## config.mk

```make
export PLATFORM = sky130hd
export DESIGN_NAME = pe_mem_arbiter
export DESIGN_NICKNAME = d
export VERILOG_FILES = /design/src/rtl/manycore_pkg.sv /design/src/rtl/pe_mem_arbiter_rr_pick.sv /design/src/rtl/pe_mem_arbiter.sv
export SDC_FILE = /design/constraint.sdc
export NUM_CORES = 1
export LEC_CHECK = 0
export BUFFER_PORTS_ARGS = -buffer_cell sky130_fd_sc_hd__buf_2
export CAP_MARGIN = 20
export CORE_MARGIN = 3
export CORE_UTILIZATION = 53
export DETAILED_ROUTE_END_ITERATION = 8
export GPL_TIMING_DRIVEN = 0
export PLACE_DENSITY = 0.87
export SKIP_CTS_REPAIR_TIMING = 1
export SLEW_MARGIN = 20
export SYNTH_ARGS = -nofsm -noshare
export SYNTH_HDL_FRONTEND = slang
export SYNTH_SLANG_ARGS = --single-unit
```

## constraint.sdc

```tcl
create_clock -name clock -period 3.1 [get_ports clock]
set_input_delay 0.31 -clock clock [delete_from_list [all_inputs] [get_ports clock]]
set_output_delay 0.31 -clock clock [all_outputs]
set_load 0.02 [all_outputs]
```

## src/rtl/manycore_pkg.sv

```systemverilog
// Shared manycore types: arbiter state encoding and requester indices.
package manycore_pkg;

  typedef enum logic [1:0] {
    ARB_IDLE,
    ARB_GRANT,
    ARB_SWITCH
  } e_arb_state;

  localparam int REQ_CPU    = 0;
  localparam int REQ_DMA_RX = 1;
  localparam int REQ_DMA_TX = 2;

endpackage

```

## src/rtl/pe_mem_arbiter_rr_pick.sv

```systemverilog
// Combinational round-robin picker: first set req bit strictly after ptr, wrapping.
// Shared with the router output arbiters.
module rr_pick #(
  parameter int N     = 3,
  parameter int IDX_W = 2
) (
  input  logic [N-1:0]     req,
  input  logic [IDX_W-1:0] ptr,
  output logic             valid,
  output logic [IDX_W-1:0] idx
);

  int p;

  // NOTE: every output gets a default before the search so no path leaves a latch behind.
  always_comb begin
    valid = 1'b0;
    idx   = '0;
    p     = 0;
    for (int off = 1; off <= N; off++) begin
      p = (int'(ptr) + off) % N;
      if (!valid && req[p[IDX_W-1:0]]) begin
        valid = 1'b1;
        idx   = p[IDX_W-1:0];
      end
    end
  end

endmodule

```

## src/rtl/pe_mem_arbiter.sv

```systemverilog
// Time-sliced round-robin arbiter for the PE single-port RAM bus (CPU, DMA-RX, DMA-TX).
// Define PE_MEM_ARB_STATS_EN to add per-requester grant and max-wait statistics.
module pe_mem_arbiter
  import manycore_pkg::*;
#(
  parameter int N_REQ              = 3,
  parameter int INTERLEAVING_GRAIN = 10
) (
  input  logic             clock,
  input  logic             reset,
  input  logic [N_REQ-1:0] req_i,
  input  logic [N_REQ-1:0] lock_i,
  output logic [N_REQ-1:0] grant_o,
  output logic [1:0]       grant_idx_o,
  output logic             busy_o,
  output logic             switch_o
`ifdef PE_MEM_ARB_STATS_EN
  ,
  input  logic             stat_clr_i,
  output logic [31:0]      stat_grants_o  [N_REQ],
  output logic [15:0]      stat_maxwait_o [N_REQ]
`endif
);

  localparam int CNT_W = $clog2(INTERLEAVING_GRAIN + 1);
  localparam logic [CNT_W-1:0] SLICE_LAST = CNT_W'(INTERLEAVING_GRAIN - 1);

  e_arb_state       state_q, state_d;
  logic [N_REQ-1:0] grant_q, grant_d;
  logic [1:0]       idx_q, idx_d;
  logic [1:0]       rr_ptr_q, rr_ptr_d;
  logic [CNT_W-1:0] slice_q, slice_d;
  logic             switch_q, switch_d;

  logic             pick_valid;
  logic [1:0]       pick_idx;
  logic [N_REQ-1:0] others;
  logic             owner_req, owner_lock, go_switch;

  rr_pick #(.N(N_REQ), .IDX_W(2)) u_rr_pick (
    .req   (req_i),
    .ptr   (rr_ptr_q),
    .valid (pick_valid),
    .idx   (pick_idx)
  );

  assign others     = req_i & ~grant_q;
  assign owner_req  = |(req_i & grant_q);
  assign owner_lock = |(lock_i & grant_q);

  always_comb begin
    state_d   = state_q;
    grant_d   = grant_q;
    idx_d     = idx_q;
    rr_ptr_d  = rr_ptr_q;
    slice_d   = slice_q;
    switch_d  = 1'b0;
    go_switch = 1'b0;
    unique case (state_q)
      ARB_IDLE, ARB_SWITCH: begin
        grant_d = '0;
        state_d = ARB_IDLE;
        if (pick_valid) begin
          state_d = ARB_GRANT;
          grant_d = N_REQ'(1) << pick_idx;
          idx_d   = pick_idx;
          slice_d = '0;
        end
      end
      ARB_GRANT: begin
        // Release takes priority over grain expiry, so the two can never stack.
        if (!owner_req) begin
          grant_d   = '0;
          slice_d   = '0;
          state_d   = ARB_IDLE;
          go_switch = |others;
        end else if (slice_q == SLICE_LAST) begin
          if (!(|others)) slice_d = '0;
          else go_switch = !owner_lock;
        end else begin
          slice_d = slice_q + 1'b1;
        end
        if (go_switch) begin
          grant_d  = '0;
          slice_d  = '0;
          state_d  = ARB_SWITCH;
          switch_d = 1'b1;
          rr_ptr_d = idx_q;
        end
      end
      default: state_d = ARB_IDLE;
    endcase
  end

  // NOTE: sequential state uses non-blocking assignments so every flop samples pre-edge values.
  always_ff @(posedge clock or posedge reset) begin
    if (reset) begin
      state_q  <= ARB_IDLE;
      grant_q  <= '0;
      idx_q    <= '0;
      rr_ptr_q <= 2'(N_REQ - 1);
      slice_q  <= '0;
      switch_q <= 1'b0;
    end else begin
      state_q  <= state_d;
      grant_q  <= grant_d;
      idx_q    <= idx_d;
      rr_ptr_q <= rr_ptr_d;
      slice_q  <= slice_d;
      switch_q <= switch_d;
    end
  end

  assign grant_o     = grant_q;
  assign grant_idx_o = idx_q;
  assign busy_o      = |grant_q;
  assign switch_o    = switch_q;

`ifdef PE_MEM_ARB_STATS_EN
  for (genvar k = 0; k < N_REQ; k++) begin : g_stat
    logic [31:0] grants_q, grants_d;
    logic [15:0] maxwait_q, maxwait_d;
    logic [15:0] wait_q, wait_d;
    logic        new_grant;

    // Wait counts cycles spent requesting without the bus, sampled at the grant edge.
    assign new_grant = (state_q != ARB_GRANT) && (state_d == ARB_GRANT) && grant_d[k];

    always_comb begin
      grants_d  = grants_q;
      maxwait_d = maxwait_q;
      wait_d    = '0;
      if (new_grant) begin
        grants_d = grants_q + 1'b1;
        if (wait_q > maxwait_q) maxwait_d = wait_q;
      end else if (req_i[k] && !grant_q[k]) begin
        wait_d = (wait_q == 16'hFFFF) ? wait_q : wait_q + 1'b1;
      end
      if (stat_clr_i) begin
        grants_d  = '0;
        maxwait_d = '0;
        wait_d    = '0;
      end
    end

    always_ff @(posedge clock or posedge reset) begin
      if (reset) begin
        grants_q  <= '0;
        maxwait_q <= '0;
        wait_q    <= '0;
      end else begin
        grants_q  <= grants_d;
        maxwait_q <= maxwait_d;
        wait_q    <= wait_d;
      end
    end

    assign stat_grants_o[k]  = grants_q;
    assign stat_maxwait_o[k] = maxwait_q;
  end
`endif

  a_grant_onehot: assert property (@(posedge clock) disable iff (reset) $onehot0(grant_o));
  a_grant_had_req: assert property (@(posedge clock) disable iff (reset)
    (grant_o & ~$past(req_i)) == '0);
  a_switch_not_busy: assert property (@(posedge clock) disable iff (reset)
    !(switch_o && busy_o));

endmodule

```

==> results_tabular.tex, run 1 <==
\begin{tabular}{lr}
\hline
Metric & Value \\
\hline
\multicolumn{2}{l}{\textbf{Run status}} \\
Result of the run & completed \\
\multicolumn{2}{l}{\textbf{Power}} \\
VDD IR-drop max & 0.775 mV \\
Leakage & 0.475 nW \\
Tot Pwr & 0.00104 W \\
Power Dens Cells & 1050 mW/mm² \\
\multicolumn{2}{l}{\textbf{GRT}} \\
GRT Residual Overflow & 0 \\
Antenna violations before repair & 0 \\
Via count of the first global-routing pass & 735 \\
Global-route wire length before repair & 3.06 mm \\
Maximum number of pins on one net before global-route repair & 15 \\
Total routing resource utilization after global routing & 0.202 \\
\multicolumn{2}{l}{\textbf{Route}} \\
DRC & 0 \\
Routed length per placed instance & 14.2 µm \\
Final antenna-violating net count & 0 \\
Vias & 766 \\
Final routed wirelength across all metal layers & 1.77 mm \\
Initial DRT Pass Iterations & 5 \\
Number of DRC markers in iteration 0 & 23 \\
Vias per Instance & 6.13 \\
\multicolumn{2}{l}{\textbf{Worst setup path}} \\
Worst setup path category & register to register \\
Required arrival time at the worst endpoint & 3.27 ns \\
Arrival @ worst endpoint & 2.44 ns \\
Worst-case register-to-register setup slack & 0.83 ns \\
Origin of the critical flop-to-flop path & rr\_ptr\_q[1] \\
R2R Path End & grant\_idx\_o[1] \\
R2R depth & 8 \\
End point of the critical path & grant\_idx\_o[1] \\
Cell-by-cell trace of the critical path & inv\_1 -> ha\_1 -> a22o\_1 -> a211oi\_2 -> a31oi\_1 -> o31a\_1 -> buf\_6 -> mux2\_4 \\
Worst setup EP type & register \\
Kind of cell adding the most delay to the critical path & compound AO/OA/AOI/OAI gates \\
Bufs and invs on worst path & 2 \\
Number of cells on the critical path & 8 \\
Worst setup path startpoint & rr\_ptr\_q[1] \\
Crit start category & register \\
Cell type of the slowest stage on the worst timing path & sky130\_fd\_sc\_hd\_\_dfstp\_2 \\
Crit-path max cell delay & 0.55 ns \\
Crit-path max FO & 9 \\
\multicolumn{2}{l}{\textbf{STA}} \\
Maximum clock frequency & 0.441 GHz \\
Final hold viol count & 0 \\
Final Cycle Share & 0.732 \\
Min Clock Period, post-route & 2.27 ns \\
Final total negative setup slack & 0 ns \\
Max-slew violations & 0 \\
Hold Slack & 0.0551 ns \\
Headroom to the max-slew limit & 0.569 \\
Worst Clk Skew & 0.000576 ns \\
Unrepaired setup endpoints after global routing & false \\
Final number of setup-violating endpoints & 0 \\
Least-Margin Pin Slew & 0.638 ns \\
\multicolumn{2}{l}{\textbf{Synth}} \\
Yosys top cell by area & sky130\_fd\_sc\_hd\_\_dfrtp\_1 \\
Share of the yosys chip area belonging to registers & 0.406 \\
Most area-consuming cells after synthesis & sky130\_fd\_sc\_hd\_\_dfrtp\_1, sky130\_fd\_sc\_hd\_\_ha\_1, sky130\_fd\_sc\_hd\_\_inv\_1 \\
Syn\_nets & 106 \\
Top-area cell type share of the netlist area & 0.376 \\
Yosys warns & 0 \\
Unique masters post-synth & 32 \\
Flip-flop and latch count after synthesis & 14 \\
Mapped Avg Cell Area & 9.41 µm² \\
Number of cells produced by synthesis & 92 \\
Netlist area before placement & 866 µm² \\
\multicolumn{2}{l}{\textbf{Cells and area}} \\
Layout Area Growth over Synthesis & 14.5\% \\
Sequential Area & 352 µm² \\
Net count of the finished layout & 125 \\
Final design area excluding fillers & 991 µm² \\
Filler Cells Inserted & 110 \\
Core Util, Final & 0.700 \\
Most frequent standard cell in the layout excluding fill and tap cells & sky130\_fd\_sc\_hd\_\_buf\_2 \\
Most frequent cells in the layout & sky130\_fd\_sc\_hd\_\_buf\_2, sky130\_fd\_sc\_hd\_\_inv\_1, sky130\_fd\_sc\_hd\_\_dfrtp\_1 \\
Area taken by multi-input logic gates & 454 µm² \\
Count of antenna diodes in the layout & 0 \\
Share of final-layout standard cells stronger than drive strength 1 & 0.209 \\
\multicolumn{2}{l}{\textbf{Floorplanning}} \\
Number of top-level pins & 15 \\
Core area & 0.00142 mm² \\
Horizontal die dimension & 46.4 µm \\
Area enclosed by the die boundary & 0.00215 mm² \\
Number of placement rows & 13 \\
Die outline height & 46.4 µm \\
Initial standard-cell utilization of the core & 0.612 \\
\multicolumn{2}{l}{\textbf{Clocking}} \\
Clock insertion delay at the later pin of the skew report & 0.28 ns \\
Clock-pin slew reported for the worst setup and hold paths after clock tree synthesis & 0.08 ns \\
CTS Root Cell & sky130\_fd\_sc\_hd\_\_clkbuf\_4 \\
Clock Tree Buf Depth & 2 \\
CTS tree & done \\
Deepest level of the CTS H-tree & 1 \\
Num Clock Sinks & 14 \\
CTS buffer count & 3 \\
\multicolumn{2}{l}{\textbf{Place}} \\
Detailed placer's ending HPWL & 1.39 mm \\
Cell Area, Placed & 955 µm² \\
Port Buffer Count & 14 \\
GP Congestion & 0.768 \\
\multicolumn{2}{l}{\textbf{Job}} \\
Max-cap violations & 0 \\
\multicolumn{2}{l}{\textbf{Hold path}} \\
HP Class & primary input to asynchronous set/reset pin \\
\hline
\end{tabular}
## area by class of cell
| cell class | instances | area share |
|---|---|---|
| multi-input combinational | 64 | 0.458 |
| clock buffer | 4 | 0.0366 |
| tap | 15 | 0.0189 |
| inverter | 13 | 0.0492 |
| buffer | 1 | 0.0114 |
| sequential | 14 | 0.355 |
| timing repair buffer | 14 | 0.0707 |
## cells by family after synthesis
| kind of cell | Yosys count | share of synthesized area |
|---|---|---|
| compound gates | 29 | 0.257 |
| xor+xnor | 1 | 0.0101 |
| fa+ha+maj | 6 | 0.0867 |
| buf+inv | 14 | 0.0694 |
| flops | 14 | 0.406 |
| mux | 2 | 0.0289 |
| simple gates | 26 | 0.142 |
## registers in the layout, indices dropped and copies added (netlist names)
signal,cells
slice_q,4
state_q,2
switch_o,1
rr_ptr_q,2
grant_idx_o,2
grant_o,3
## worst min-delay path by stage
stage / start / end / slack, ns / cells past startpoint
floorplan: reset / grant_idx_o[0] / 0.20 / 1
global placement: reset / switch_o / 0.37 / 2
detailed placement: reset / switch_o / 0.37 / 2
CTS: reset / grant_idx_o[1] / 0.06 / 2
global route: reset / grant_idx_o[0] / 0.08 / 2
finish: reset / grant_idx_o[1] / 0.06 / 2
## metal layers
layer | track usage | vias up | wire (µm)
met2 | 0.327 | 30 | 794
met1 | 0.272 | 366 | 850
met4 | 0.0682 | 0 | 5
met5 | 0 | - | 0
met3 | 0.0352 | 2 | 124
li1 | - | 368 | -
## cells in the mapped netlist
| cell type | instances |
|---|---|
| sky130_fd_sc_hd__xor2_1 | 1 |
| sky130_fd_sc_hd__o22ai_1 | 4 |
| sky130_fd_sc_hd__o211ai_1 | 1 |
| sky130_fd_sc_hd__a21oi_1 | 2 |
| sky130_fd_sc_hd__buf_6 | 1 |
| sky130_fd_sc_hd__nand2_1 | 10 |
| sky130_fd_sc_hd__o32ai_1 | 1 |
| sky130_fd_sc_hd__dfrtp_1 | 13 |
| sky130_fd_sc_hd__o21ai_0 | 5 |
| sky130_fd_sc_hd__a21o_1 | 2 |
| sky130_fd_sc_hd__nand3b_1 | 1 |
| sky130_fd_sc_hd__a22o_1 | 1 |
| sky130_fd_sc_hd__o2bb2ai_1 | 1 |
| sky130_fd_sc_hd__ha_1 | 6 |
| sky130_fd_sc_hd__a32o_1 | 2 |
| sky130_fd_sc_hd__o21a_1 | 1 |
| sky130_fd_sc_hd__o31a_1 | 1 |
| sky130_fd_sc_hd__a31oi_1 | 1 |
| sky130_fd_sc_hd__nor3_1 | 2 |
| sky130_fd_sc_hd__or2_1 | 1 |
| sky130_fd_sc_hd__a211oi_1 | 1 |
| sky130_fd_sc_hd__a211oi_2 | 2 |
| sky130_fd_sc_hd__inv_1 | 13 |
| sky130_fd_sc_hd__nor2_1 | 5 |
| sky130_fd_sc_hd__dfstp_2 | 1 |
| sky130_fd_sc_hd__mux2_4 | 1 |
| sky130_fd_sc_hd__o41ai_1 | 1 |
| sky130_fd_sc_hd__nand2b_1 | 4 |
| sky130_fd_sc_hd__mux2i_1 | 1 |
| sky130_fd_sc_hd__or2b_1 | 1 |
| sky130_fd_sc_hd__a222oi_1 | 3 |
| sky130_fd_sc_hd__nand3_1 | 2 |
## metrics by stage
| step | cells | worst slack, ns |
|---|---|---|
| floorplan | 92 | 0.955 |
| global placement | 121 | 0.879 |
| detailed placement | 121 | 0.842 |
| CTS | 125 | 0.825 |
| global route | 125 | 0.704 |
| finish | 125 | 0.832 |
## report_power, final
part / internal, W / switching, W
Clock: 0.0000714 / 0.0000586
Combinational: 0.000242 / 0.000351
Sequential: 0.000258 / 0.0000628
(Power assumes the default switching activity.)
==> inputs of run 2 (changes only) <==
--- a/config.mk
+++ b/config.mk
@@ -5,13 +5,14 @@
 export SDC_FILE = /design/constraint.sdc
 export NUM_CORES = 1
 export LEC_CHECK = 0
+export ABC_AREA = 1
 export BUFFER_PORTS_ARGS = -buffer_cell sky130_fd_sc_hd__buf_2
 export CAP_MARGIN = 20
 export CORE_MARGIN = 3
-export CORE_UTILIZATION = 53
+export CORE_UTILIZATION = 55
 export DETAILED_ROUTE_END_ITERATION = 8
 export GPL_TIMING_DRIVEN = 0
-export PLACE_DENSITY = 0.87
+export PLACE_DENSITY = 0.89
 export SKIP_CTS_REPAIR_TIMING = 1
 export SLEW_MARGIN = 20
 export SYNTH_ARGS = -nofsm -noshare
==> constraint.sdc (replaced) <==
create_clock -name clock -period 2.3 [get_ports clock]
set_input_delay 0.23 -clock clock [delete_from_list [all_inputs] [get_ports clock]]
set_output_delay 0.23 -clock clock [all_outputs]
set_load 0.02 [all_outputs]
==> results_tabular.tex, run 2 <==
\begin{tabular}{lr}
\hline
Metric & Value \\
\hline
\multicolumn{2}{l}{\textbf{Floorplanning}} \\
Horizontal die dimension & 47.9 µm (+3.3\%) \\
Area enclosed by the die boundary & 0.00230 mm² (+6.6\%) \\
Die outline height & 47.9 µm (+3.3\%) \\
Core area & 0.00158 mm² (+11\%) \\
Number of top-level pins & 15 (unchanged) \\
Initial standard-cell utilization of the core & 0.613 (+0.00164) \\
Number of placement rows & 14 (+1) \\
\multicolumn{2}{l}{\textbf{STA}} \\
Final total negative setup slack & 0 ns (unchanged) \\
Worst Clk Skew & 0.00575 ns (+0.00518 ns) \\
Min Clock Period, post-route & 1.80 ns (-0.467 ns) \\
Post-route setup slack & 0.499 ns (-0.333 ns) \\
Least-Margin Pin Slew & 0.513 ns (-0.125 ns) \\
Final number of setup-violating endpoints & 0 (unchanged) \\
Max-slew violations & 0 (unchanged) \\
Final Cycle Share & 0.783 (+0.0516) \\
Final hold viol count & 0 (unchanged) \\
Unrepaired setup endpoints after global routing & false \\
Maximum clock frequency & 0.555 GHz (+26\%) \\
Headroom to the max-slew limit & 0.658 (+0.0887) \\
\multicolumn{2}{l}{\textbf{Worst setup path}} \\
Crit-path max FO & 7 (-2) \\
Crit start category & register \\
Kind of cell adding the most delay to the critical path & compound AO/OA/AOI/OAI gates \\
Bufs and invs on worst path & 2 (unchanged) \\
Cell-by-cell trace of the critical path & inv\_1 -> ha\_1 -> nand3\_1 -> inv\_1 -> a21oi\_2 -> nand2\_4 -> o21ai\_4 -> nand3\_1 -> nand2\_1 \\
Worst setup EP type & register \\
Worst setup path category & register to register \\
Cell type of the slowest stage on the worst timing path & sky130\_fd\_sc\_hd\_\_dfrtp\_1 \\
Required arrival time at the worst endpoint & 2.52 ns (-0.75 ns) \\
Crit-path max cell delay & 0.38 ns (-0.17 ns) \\
Arrival @ worst endpoint & 2.02 ns (-0.42 ns) \\
\multicolumn{2}{l}{\textbf{Clocking}} \\
Clock insertion delay at the later pin of the skew report & 0.28 ns (about the same) \\
CTS Root Cell & sky130\_fd\_sc\_hd\_\_clkbuf\_4 \\
CTS buffer count & 3 (unchanged) \\
Clock Tree Buf Depth & 2 (unchanged) \\
Num Clock Sinks & 14 (unchanged) \\
Clock-pin slew reported for the worst setup and hold paths after clock tree synthesis & 0.09 ns (about the same) \\
Deepest level of the CTS H-tree & 1 (unchanged) \\
CTS tree & done \\
\multicolumn{2}{l}{\textbf{Route}} \\
Final routed wirelength across all metal layers & 1.94 mm (+9.5\%) \\
Vias & 918 (+20\%) \\
Number of DRC markers in iteration 0 & 31 (+35\%) \\
Vias per Instance & 5.50 (-10\%) \\
Initial DRT Pass Iterations & 4 (-1) \\
Routed length per placed instance & 11.6 µm (-18\%) \\
DRC & 0 (unchanged) \\
Final antenna-violating net count & 0 (unchanged) \\
\multicolumn{2}{l}{\textbf{Place}} \\
Dpl ws & 0.529 ns (-0.313 ns) \\
Detailed placer's ending HPWL & 1.52 mm (+9.4\%) \\
GP Congestion & 0.826 (+7.7\%) \\
Port Buffer Count & 14 (unchanged) \\
\multicolumn{2}{l}{\textbf{Cells and area}} \\
Most frequent cells in the layout & sky130\_fd\_sc\_hd\_\_nand2\_1, sky130\_fd\_sc\_hd\_\_nand3\_1, sky130\_fd\_sc\_hd\_\_inv\_1 \\
Layout Area Growth over Synthesis & 14.1\% \\
Share of final-layout standard cells stronger than drive strength 1 & 0.205 (-0.00379) \\
Filler Cells Inserted & 135 (+23\%) \\
Top reg by flops & slice\_q \\
Most frequent standard cell in the layout excluding fill and tap cells & sky130\_fd\_sc\_hd\_\_nand2\_1 \\
Net count of the finished layout & 166 (+33\%) \\
Count of antenna diodes in the layout & 0 (unchanged) \\
Number of flip-flops under the largest register name & 4 (unchanged) \\
\multicolumn{2}{l}{\textbf{Power}} \\
Leakage & 0.639 nW (+34\%) \\
VDD IR-drop max & 0.885 mV (+14\%) \\
Tot Pwr & 0.00159 W (+53\%) \\
Power Dens Cells & 1440 mW/mm² (+37\%) \\
\multicolumn{2}{l}{\textbf{Synth}} \\
Number of cells produced by synthesis & 132 (+43\%) \\
Top-area cell type share of the netlist area & 0.336 (-0.0394) \\
Mapped Avg Cell Area & 7.33 µm² (-22\%) \\
Top\_reg\_cell synth & sky130\_fd\_sc\_hd\_\_dfrtp\_1 \\
Cell with the most instances after synthesis & sky130\_fd\_sc\_hd\_\_nand2\_1 \\
Yosys warns & 0 (unchanged) \\
Share of the yosys chip area belonging to registers & 0.364 (-0.0426) \\
Share of async-settable or async-resettable flops after synthesis & 1.00 (unchanged) \\
Netlist area before placement & 967 µm² (+12\%) \\
Yosys top cell by area & sky130\_fd\_sc\_hd\_\_dfrtp\_1 \\
Number of synthesized flops with an enable pin & 0 (unchanged) \\
Flip-flop and latch count after synthesis & 14 (unchanged) \\
Ranking of synthesized cells by instance count & sky130\_fd\_sc\_hd\_\_nand2\_1, sky130\_fd\_sc\_hd\_\_nand3\_1, sky130\_fd\_sc\_hd\_\_inv\_1 \\
Most area-consuming cells after synthesis & sky130\_fd\_sc\_hd\_\_dfrtp\_1, sky130\_fd\_sc\_hd\_\_nand2\_1, sky130\_fd\_sc\_hd\_\_nand3\_1 \\
Unique masters post-synth & 20 (-38\%) \\
Syn\_nets & 146 (+38\%) \\
\multicolumn{2}{l}{\textbf{Hold path}} \\
HP Class & primary input to register \\
\multicolumn{2}{l}{\textbf{GRT}} \\
GRT Residual Overflow & 0 (unchanged) \\
Antenna violations before repair & 0 (unchanged) \\
Global-route wire length before repair & 3.34 mm (+9.0\%) \\
Total routing resource utilization after global routing & 0.203 (+0.000489) \\
Maximum number of pins on one net before global-route repair & 15 (unchanged) \\
Via count of the first global-routing pass & 804 (+9.4\%) \\
\multicolumn{2}{l}{\textbf{Run status}} \\
Result of the run & completed \\
\multicolumn{2}{l}{\textbf{Job}} \\
Max-cap violations & 0 (unchanged) \\
\hline
\end{tabular}
run 2: final cells by class:
cell class	count	area, µm²	share of cell area
clock buffers	4	36.3	0.0329
inverters	18	67.6	0.0612
well taps	16	20.0	0.0181
repair buffers	15	80.1	0.0726
multi-input cells	100	548	0.497
flip-flops and latches	14	352	0.319
run 2: final timing paths:
path,start,endpoint,slack [ns],depth (start not counted)
min in group asynchronous,reset,grant_idx_o[0],0.52,3
worst min-delay path,lock_i[2],state_q[1],0.42,6
worst max-delay path,rr_ptr_q[0],slice_q[2],0.50,9
worst max register to register,rr_ptr_q[0],slice_q[2],0.50,9
worst min register to register,grant_idx_o[0],grant_idx_o[0],0.52,2
max in group asynchronous,reset,rr_ptr_q[1],1.43,3
run 2: cell families after synthesis:
| family | after synthesis | share of synthesized area |
|---|---|---|
| buffers and inverters | 18 | 0.0699 |
| and+or+nand+nor | 84 | 0.408 |
| xor gates and xnor gates | 2 | 0.0181 |
| AOI/OAI and AO/OA | 8 | 0.0634 |
| adders and majority gates | 6 | 0.0776 |
| DFF | 14 | 0.364 |
run 2: where the power goes:
part	switching, W	internal (W)
registers	0.0000851	0.000346
clock network	0.0000797	0.0000962
logic	0.000663	0.000322
run 2: metrics by stage:
step	utilization	hold WS [ns]	std cells	instance area, µm²
2_1_floorplan	-	0.119	132	967
3_3_place_gp	0.671	0.277	162	1060
3_5_place_dp	0.671	0.292	162	1060
4_1_cts	0.694	-0.0145	166	1090
5_1_grt	0.700	0.441	167	1100
6_report	0.700	0.419	167	1100
run 2: routing by layer:
| layer | GRT usage | wire length [µm] | share of wire |
|---|---|---|---|
| met5 | 0 | 0 | 0 |
| met4 | 0.0591 | 21 | 0.011 |
| met3 | 0.0376 | 106 | 0.055 |
| met2 | 0.314 | 907 | 0.47 |
| met1 | 0.287 | 908 | 0.47 |
run 2: worst register-to-register path: cells and delay by family, from the launching register on:
| kind | cells | cell delay [ns] |
|---|---|---|
| adders and majority gates | 1 | 0.37 |
| buffers and inverters | 2 | 0.15 |
| DFF | 1 | 0.38 |
| AOI/OAI and AO/OA | 2 | 0.44 |
| and+or+nand+nor | 4 | 0.40 |
